**src/rtl/i2s_pkg.sv**
```systemverilog
// Shared I2S definitions used by the transmitter, the receiver and the frame counter.
package i2s_pkg;

  localparam logic WS_LEFT   = 1'b0;
  localparam logic WS_RIGHT  = 1'b1;
  localparam logic ALIGN_I2S = 1'b0;
  localparam logic ALIGN_LJ  = 1'b1;

  localparam int unsigned DEF_DW   = 16;
  localparam int unsigned DEF_SLOT = 16;

endpackage

```
**src/rtl/i2s_frame_ctr.sv**
```systemverilog
// Frame position counter for an I2S bus: counts 0..2*SLOT-1 and drives word select.
module i2s_frame_ctr
  import i2s_pkg::*;
#(
  parameter int unsigned SLOT = DEF_SLOT
) (
  input  logic                           clk,
  input  logic                           rst,
  output logic [$clog2(2*SLOT)-1:0]      cnt,
  output logic                           wrap_c,
  output logic                           ws
);

  localparam int unsigned FRAME = 2 * SLOT;
  localparam int unsigned CW    = $clog2(FRAME);

  logic [CW-1:0] cnt_nxt;

  always_comb begin
    wrap_c  = (cnt == CW'(FRAME - 1));
    cnt_nxt = wrap_c ? '0 : cnt + CW'(1);
  end

  // ws is registered from the next count so it changes only at slot starts
  always_ff @(posedge clk) begin
    if (rst) begin
      cnt <= '0;
      ws  <= WS_LEFT;
    end else begin
      cnt <= cnt_nxt;
      ws  <= (cnt_nxt >= CW'(SLOT)) ? WS_RIGHT : WS_LEFT;
    end
  end

endmodule

```
**src/rtl/i2s_tx.sv**
```systemverilog
// Stereo I2S transmitter with a one-deep sample buffer and valid/ready input.
module i2s_tx
  import i2s_pkg::*;
#(
  parameter int unsigned DW   = DEF_DW,
  parameter int unsigned SLOT = DEF_SLOT
) (
  input  logic          i2s_clk,
  input  logic          rst,
  input  logic          ws_align,
  input  logic [DW-1:0] din_l,
  input  logic [DW-1:0] din_r,
  input  logic          din_valid,
  output logic          din_ready,
  output logic          i2s_ws,
  output logic          i2s_dout,
  output logic          frame_start,
  output logic          underrun
);

  localparam int unsigned FRAME = 2 * SLOT;
  localparam int unsigned CW    = $clog2(FRAME);
  localparam int unsigned SW    = 2 * DW;

  if (DW > SLOT) begin : g_bad_width
    $error("i2s_tx: DW must not exceed SLOT");
  end

  logic [CW-1:0] cnt;
  logic          wrap_c;
  logic [SW-1:0] shift;
  logic [DW-1:0] hold_l;
  logic [DW-1:0] hold_r;
  logic          hold_full;
  logic          lj_q;
  logic          first;

  logic          load_c;
  logic [CW-1:0] cnt_nxt_c;
  logic [CW-1:0] pos_c;
  logic [SW-1:0] src_c;
  logic [SW-1:0] shift_nxt_c;
  logic          lj_c;

  i2s_frame_ctr #(.SLOT(SLOT)) u_frame_ctr (
    .clk    (i2s_clk),
    .rst    (rst),
    .cnt    (cnt),
    .wrap_c (wrap_c),
    .ws     (i2s_ws)
  );

  assign din_ready = ~hold_full;

  // Left-justified bit for the coming cycle; pad positions beyond DW send 0 without shifting
  always_comb begin
    load_c      = first | wrap_c;
    cnt_nxt_c   = wrap_c ? '0 : cnt + CW'(1);
    pos_c       = (cnt_nxt_c >= CW'(SLOT)) ? cnt_nxt_c - CW'(SLOT) : cnt_nxt_c;
    src_c       = shift;
    if (load_c) begin
      src_c = hold_full ? {hold_l, hold_r} : '0;
    end
    lj_c        = 1'b0;
    shift_nxt_c = src_c;
    if (pos_c < CW'(DW)) begin
      lj_c        = src_c[SW-1];
      shift_nxt_c = src_c << 1;
    end
  end

  // A write on a load edge lands after the load, so it is held for the following frame
  always_ff @(posedge i2s_clk) begin
    if (rst) begin
      shift       <= '0;
      hold_l      <= '0;
      hold_r      <= '0;
      hold_full   <= 1'b0;
      lj_q        <= 1'b0;
      i2s_dout    <= 1'b0;
      frame_start <= 1'b0;
      underrun    <= 1'b0;
      first       <= 1'b1;
    end else begin
      first       <= 1'b0;
      shift       <= shift_nxt_c;
      lj_q        <= lj_c;
      i2s_dout    <= (ws_align == ALIGN_LJ) ? lj_c : lj_q;
      frame_start <= load_c & hold_full;
      underrun    <= load_c & ~hold_full;
      if (load_c) begin
        hold_full <= 1'b0;
      end
      if (din_valid && !hold_full) begin
        hold_full <= 1'b1;
        hold_l    <= din_l;
        hold_r    <= din_r;
      end
    end
  end

endmodule
```
**config.mk**
```make
export PLATFORM = sky130hd
export DESIGN_NAME = i2s_tx
export DESIGN_NICKNAME = d
export VERILOG_FILES = /design/src/rtl/i2s_pkg.sv /design/src/rtl/i2s_frame_ctr.sv /design/src/rtl/i2s_tx.sv
export SDC_FILE = /design/constraint.sdc
export NUM_CORES = 1
export LEC_CHECK = 0
export CAP_MARGIN = 0
export CORE_MARGIN = 1
export CORE_UTILIZATION = 54
export CTS_BUF_LIST = sky130_fd_sc_hd__clkbuf_8
export DETAILED_ROUTE_END_ITERATION = 12
export GPL_TIMING_DRIVEN = 0
export MAX_ROUTING_LAYER = met4
export PLACE_DENSITY = 0.81
export SYNTH_ARGS = -nofsm -noshare
export SYNTH_HDL_FRONTEND = slang
export SYNTH_SLANG_ARGS = --single-unit
```
**constraint.sdc**
```tcl
create_clock -name i2s_clk -period 2.4 [get_ports i2s_clk]
set_clock_uncertainty 0.2 [all_clocks]
set_input_delay 0.24 -clock i2s_clk [delete_from_list [all_inputs] [get_ports i2s_clk]]
set_output_delay 0.24 -clock i2s_clk [all_outputs]
set_load 0.02 [all_outputs]
```
== Yosys cells after proc, flatten, opt, wreduce, memory -nomap -nowiden ==
Cells that the tools add are included.
Storage, ports and cells
  bits in registers: 76
  latch bits: 0
  bits in writable memories: 0
  ROM bits: 0
  input port bits: 36
  output and inout bits: 5
  word-level logic and storage cells: 36
  memories kept: 0
Cells by class
  add/subtract/negate cells: 2
  $mul: 0
  divide/modulo/power cells: 0
  magnitude comparators: 2
  equality and inequality tests: 1
  shift operators: 0
  multiplexer cells: 11
  bitwise logic cells: 4
  reduce and logical (&&, ||, !) cells: 4
Operators with widths (number)
  $mux W32: 3
  $mux W5: 2
  $mux W1: 6
  $add A5 B1 Y5 const B: 1
  $eq A5 B5 Y1 const B: 1
  $ge A5 B5 Y1 const B: 1
  $lt A5 B5 Y1 const B: 1
  $sub A5 B5 Y5 const B: 1
  $and A1 B1 Y1: 2
  $reduce_bool A2 Y1: 1
  $reduce_or A2 Y1: 1
  $logic_and A1 B1 Y1: 1
  $logic_not A1 Y1: 1
  $not A1 Y1: 1
  $or A1 B1 Y1: 1

== Logic depth before layout (Yosys ltp) ==
  word-level depth: 7
  gate-level depth with buffers: 7
  gate-level depth less buffers: 6

== Cells and area by module ==
Synthesis repeated with hierarchy kept, for this count alone.
Second synthesis, totals
  cell total of the unflattened synthesis: 247
  area total of the unflattened synthesis: 2483.6 um^2
Modules (own cells, without submodules)
  i2s_tx: times used 1, cells an instance 229, area an instance 2275.9 um^2, sequential area each 1401.3 um^2
  i2s_frame_ctr: times used 1, cells an instance 18, area an instance 207.7 um^2, sequential area each 100.1 um^2

== Worst setup path before layout ==
OpenSTA, ideal clock, no wires.
  path type: register to register
  start: register u_frame_ctr.cnt[0]
  end: register shift[10]
  setup time: 117 ps
  arrival time: 1505 ps
  required time: 2083 ps
  path slack: 578 ps
  cell stages (with the launch flop): 8
  path buffers: 1
  period minus slack after synthesis: 1822 ps
  path through: dfxtp_1 > ha_1 > and3_1 > ha_1 > nor2_2 > nor3_4 > buf_6 > a22o_1
On the way
  word-level cells in the longest chain between the ends: 6
  elaborated cells between the ends (all ways): 10
  classes of those cells: add/sub: 2; order compare: 2; eq/ne: 1; mux: 4; bitwise: 1
RTL lines
  from (decl): line i2s_frame_ctr.sv:9  | output logic [$clog2(2*SLOT)-1:0] cnt,
  from (signal assigned): line i2s_frame_ctr.sv:30  | cnt <= cnt_nxt;
  $add A5 B1 Y5 / $eq A5 B5 Y1 (equally long branches): line i2s_tx.sv:58, i2s_frame_ctr.sv:20
  $mux W5: line i2s_tx.sv:58  | cnt_nxt_c = wrap_c ? '0 : cnt + CW'(1);
  $sub A5 B5 Y5 / $ge A5 B5 Y1 (equally long branches): line i2s_tx.sv:59  | pos_c = (cnt_nxt_c >= CW'(SLOT)) ? cnt_nxt_c - CW'(SLOT) : cnt_nxt_c;
  $mux W5: line i2s_tx.sv:59
  $lt A5 B5 Y1: line i2s_tx.sv:66  | if (pos_c < CW'(DW)) begin
  $mux W32 *: line i2s_tx.sv:66
  to (signal assigned): line i2s_tx.sv:86  | shift <= shift_nxt_c;
  to (decl): line i2s_tx.sv:31  | logic [SW-1:0] shift;
Mark *: on every way between the ends. The rest lies on a longest branch, timed or not.
A chain may end at the register's enable or synchronous reset.

== Worst setup path after layout ==
  start: register u_frame_ctr.cnt[0]
  end: register shift[15]
Same word-level chain as after synthesis.

==> results.cfg <==
[synth]
ys.warnings.count = 0
ys_seq_area_frac = 0.6126
synth_largest_area_cell = dfxtp_1
synth.area.top_cells = dfxtp_1 (61%), a22o_1 (11%), nand2_1 (9.8%)
postSynthNetCount = 284
post-synth-top-count-cell = dfxtp_1
netlist-cell-type-count = 24
post_synth.cell_area_avg_um2 = 9.964
postSynth.asyncResetShare = 0
synth_edf_count = 0
netlist_top_cells_count = dfxtp_1 (75), nand2_1 (64), a21oi_1 (34)
postSynthCellCount = 246
yosys.area.top_type_share = 0.6126
synth_flop_cell = dfxtp_1
synth-seq-cells = 75
syn_area_um2 = 2451

[die]
die-height_um = 69.37
floorplan.die_area_um2 = 4812
i_o_pins = 41
floorplan.core_area_um2 = 4354
start_util = 0.5629
fp.dieW_um = 69.37
core.rowCount = 24

[critical_path]
worst_setup_sp_type = register
cp_capture_type = register
crit_type = reg -> reg
crit_arrival_ns = 2.22
regToRegSetupSlack_ns = 0.26
path_max_fanout = 10
timing.rr.start = u_frame_ctr.cnt[0]
required_ns = 2.48
worstSetupStartpoint = u_frame_ctr.cnt[0]

[placed_design]
post-place-cells = 338
dp_hpwl_um = 2980
gp_congestion = 0.7541
buffer_ports.inserted = 40

[timing]
final_period_minus_worst_setup_slack_ns = 2.135
total_negative_slack_ns = 0
setup-violations-final = 0
finalHoldViolCount = 0
slew_viol_final = 0
max_freq_mhz = 468.3
grt_setup_unrepaired = false
final.period_utilization = 0.8898

[grt]
grt_first_pass_wirelength_um = 7734
grt_antenna_before_repair = 0
pin_count_of_the_biggest_net_entering_global_routing = 14
overflow = 0
global_route.usage.total = 0.2159
number_of_global_route_vias_before_repair = 1710

[routing]
drtIter0Drc = 104
route.detailed.wl_per_inst_um = 13.34
drt-vias-per-instance = 5.192
detail_route.wirelength_um = 4722
antenna_violating_nets_post_route = 0
drc_errors = 0
vias = 1838
detail_route.first_pass.iterations = 4

[clock_tree]
clock_latency_ns = 0.34
post-cts-setup-buffer-count = 0
cts.clk_slew.worst_paths_ns = 0.07
cts_tree = yes
cts_repair_resize_count = 0
ctsHoldBuffers = 0
clock-root-buffer = clkbuf_8
cts-buffers-inserted = 9
numClockSinks = 75
cts_max_level = 3
max-clock-path-buffers = 2

[layout]
num-nets-final = 335
layout_stage_area_growth_over_the_synthesis_result_pct = 29.20
drive_gt1_frac = 0.1093
fillers = 331
layoutNonFillerInstCount = 354
insertedDiodeCount = 0

[pwr]
pwr-share-clk = 0.435
leakagePower_nw = 1.272
combPwrFrac = 0.074
power.internal_mw = 2.114
max-vdd-ir-drop_v = 0.0005261
power.density_nw_per_um2 = 847.1
share_seq_of_total_power = 0.491
total_switching_power_mw = 0.5692
netSwitchingFraction = 0.2122

[run_status]
run_status = complete, no violations

[run]
max_cap_violations = 0

[hold_path]
worst_hold_startpoint = rst
hold_path.class = in -> reg
==> through the flow <==
| stage | instance area, µm² | setup slack, ns | total power [mW] | hold slack, ns | utilization |
|---|---|---|---|---|---|
| final | 3167 | 0.2646 | 2.683 | 0.1760 | 0.7273 |
| after global routing | 3167 | 0.1386 | 2.781 | 0.1833 | 0.7273 |
| after CTS | 3167 | 0.2460 | 2.697 | 0.1670 | 0.7273 |
| after detailed placement | 2917 | 0.2892 | 1.542 | 0.2230 | 0.6698 |
| after global placement | 2917 | 0.3611 | 1.536 | 0.2217 | 0.6698 |
| after floorplan | 2451 | 0.5784 | 1.444 | 0.06772 | - |
==> flip-flops by register name, summed over array words and instances (netlist names) <==
register / count
i2s_dout: 1
hold_l: 16
lj_q: 1
u_frame_ctr.ws: 1
underrun: 1
hold_r: 16
hold_full: 1
shift: 32
frame_start: 1
first: 1
u_frame_ctr.cnt: 4
==> kinds of logic (layout without fill, tap and decap cells) <==
group                    count (synthesis)  after routing  share of synthesized area
AND/OR/NAND/NOR                         80             80                     0.1373
flip-flops                              75             75                     0.6126
AO/OA/AOI/OAI                           67             67                     0.1873
buffers and inverters                   19             75                    0.04389
adder cells (fa/ha/maj)                  2              2                    0.01021
XOR/XNOR                                 2              2                   0.007148
other                                    1              1                   0.001530
==> routing by layer <==
layer  vias up  GRT usage  share of wire
met5         -          -              0
met1       847     0.2753           0.50
met3         7    0.06541          0.046
met2        44     0.3139           0.44
li1        940          -              -
met4         0     0.1020          0.014
==> placed cells by master, fill, tap and decap left out, drive strengths merged <==
master          n
clkinv          3
nand2          64
clkbuf         13
a22o           31
o211a           1
nor2b           2
xor2            1
nand2b          1
a21oi          34
ha              2
buf            15
conb            1
a211oi          1
nor3b           1
clkdlybuf4s50  40
inv             1
bufinv          3
dfxtp          75
nor2            4
and3            1
xnor2           1
nand3           1
nor3            6
==> power groups by stage <==
stage               Combinational [mW]  Sequential, mW  Clock (mW)
finish                           0.198            1.32        1.17
global route                     0.218            1.32        1.24
CTS                              0.200            1.32        1.18
detailed placement               0.198            1.34           0
global placement                 0.193            1.34           0
floorplan                        0.103            1.34           0
==> worst max-delay path: stages, from the launching register on <==
cell,delay (ns)
dfxtp_1,0.33
ha_1,0.22
and3_1,0.16
ha_1,0.27
nor3_1,0.42
buf_2,0.31
a22o_1,0.17
==> worst paths after layout <==
| path | end | depth (start not counted) |
|---|---|---|
| max | shift[15] | 6 |
| max reg2reg | shift[15] | 6 |
| min | first | 1 |
| min reg2reg | shift[16] | 1 |
==> layout make-up <==
class / instances / area (µm²) / share of cell area
flip-flops and latches: 75 / 1501 / 0.4741
multi-input cells: 152 / 842.1 / 0.2659
repair buffers: 40 / 400.4 / 0.1264
clock buffers: 10 / 137.6 / 0.04346
clock inverters: 6 / 112.6 / 0.03556
plain buffers: 18 / 103.9 / 0.03279
well taps: 52 / 65.06 / 0.02055
inverters: 1 / 3.754 / 0.001185
No activity file was read; power rests on OpenSTA's default activity.
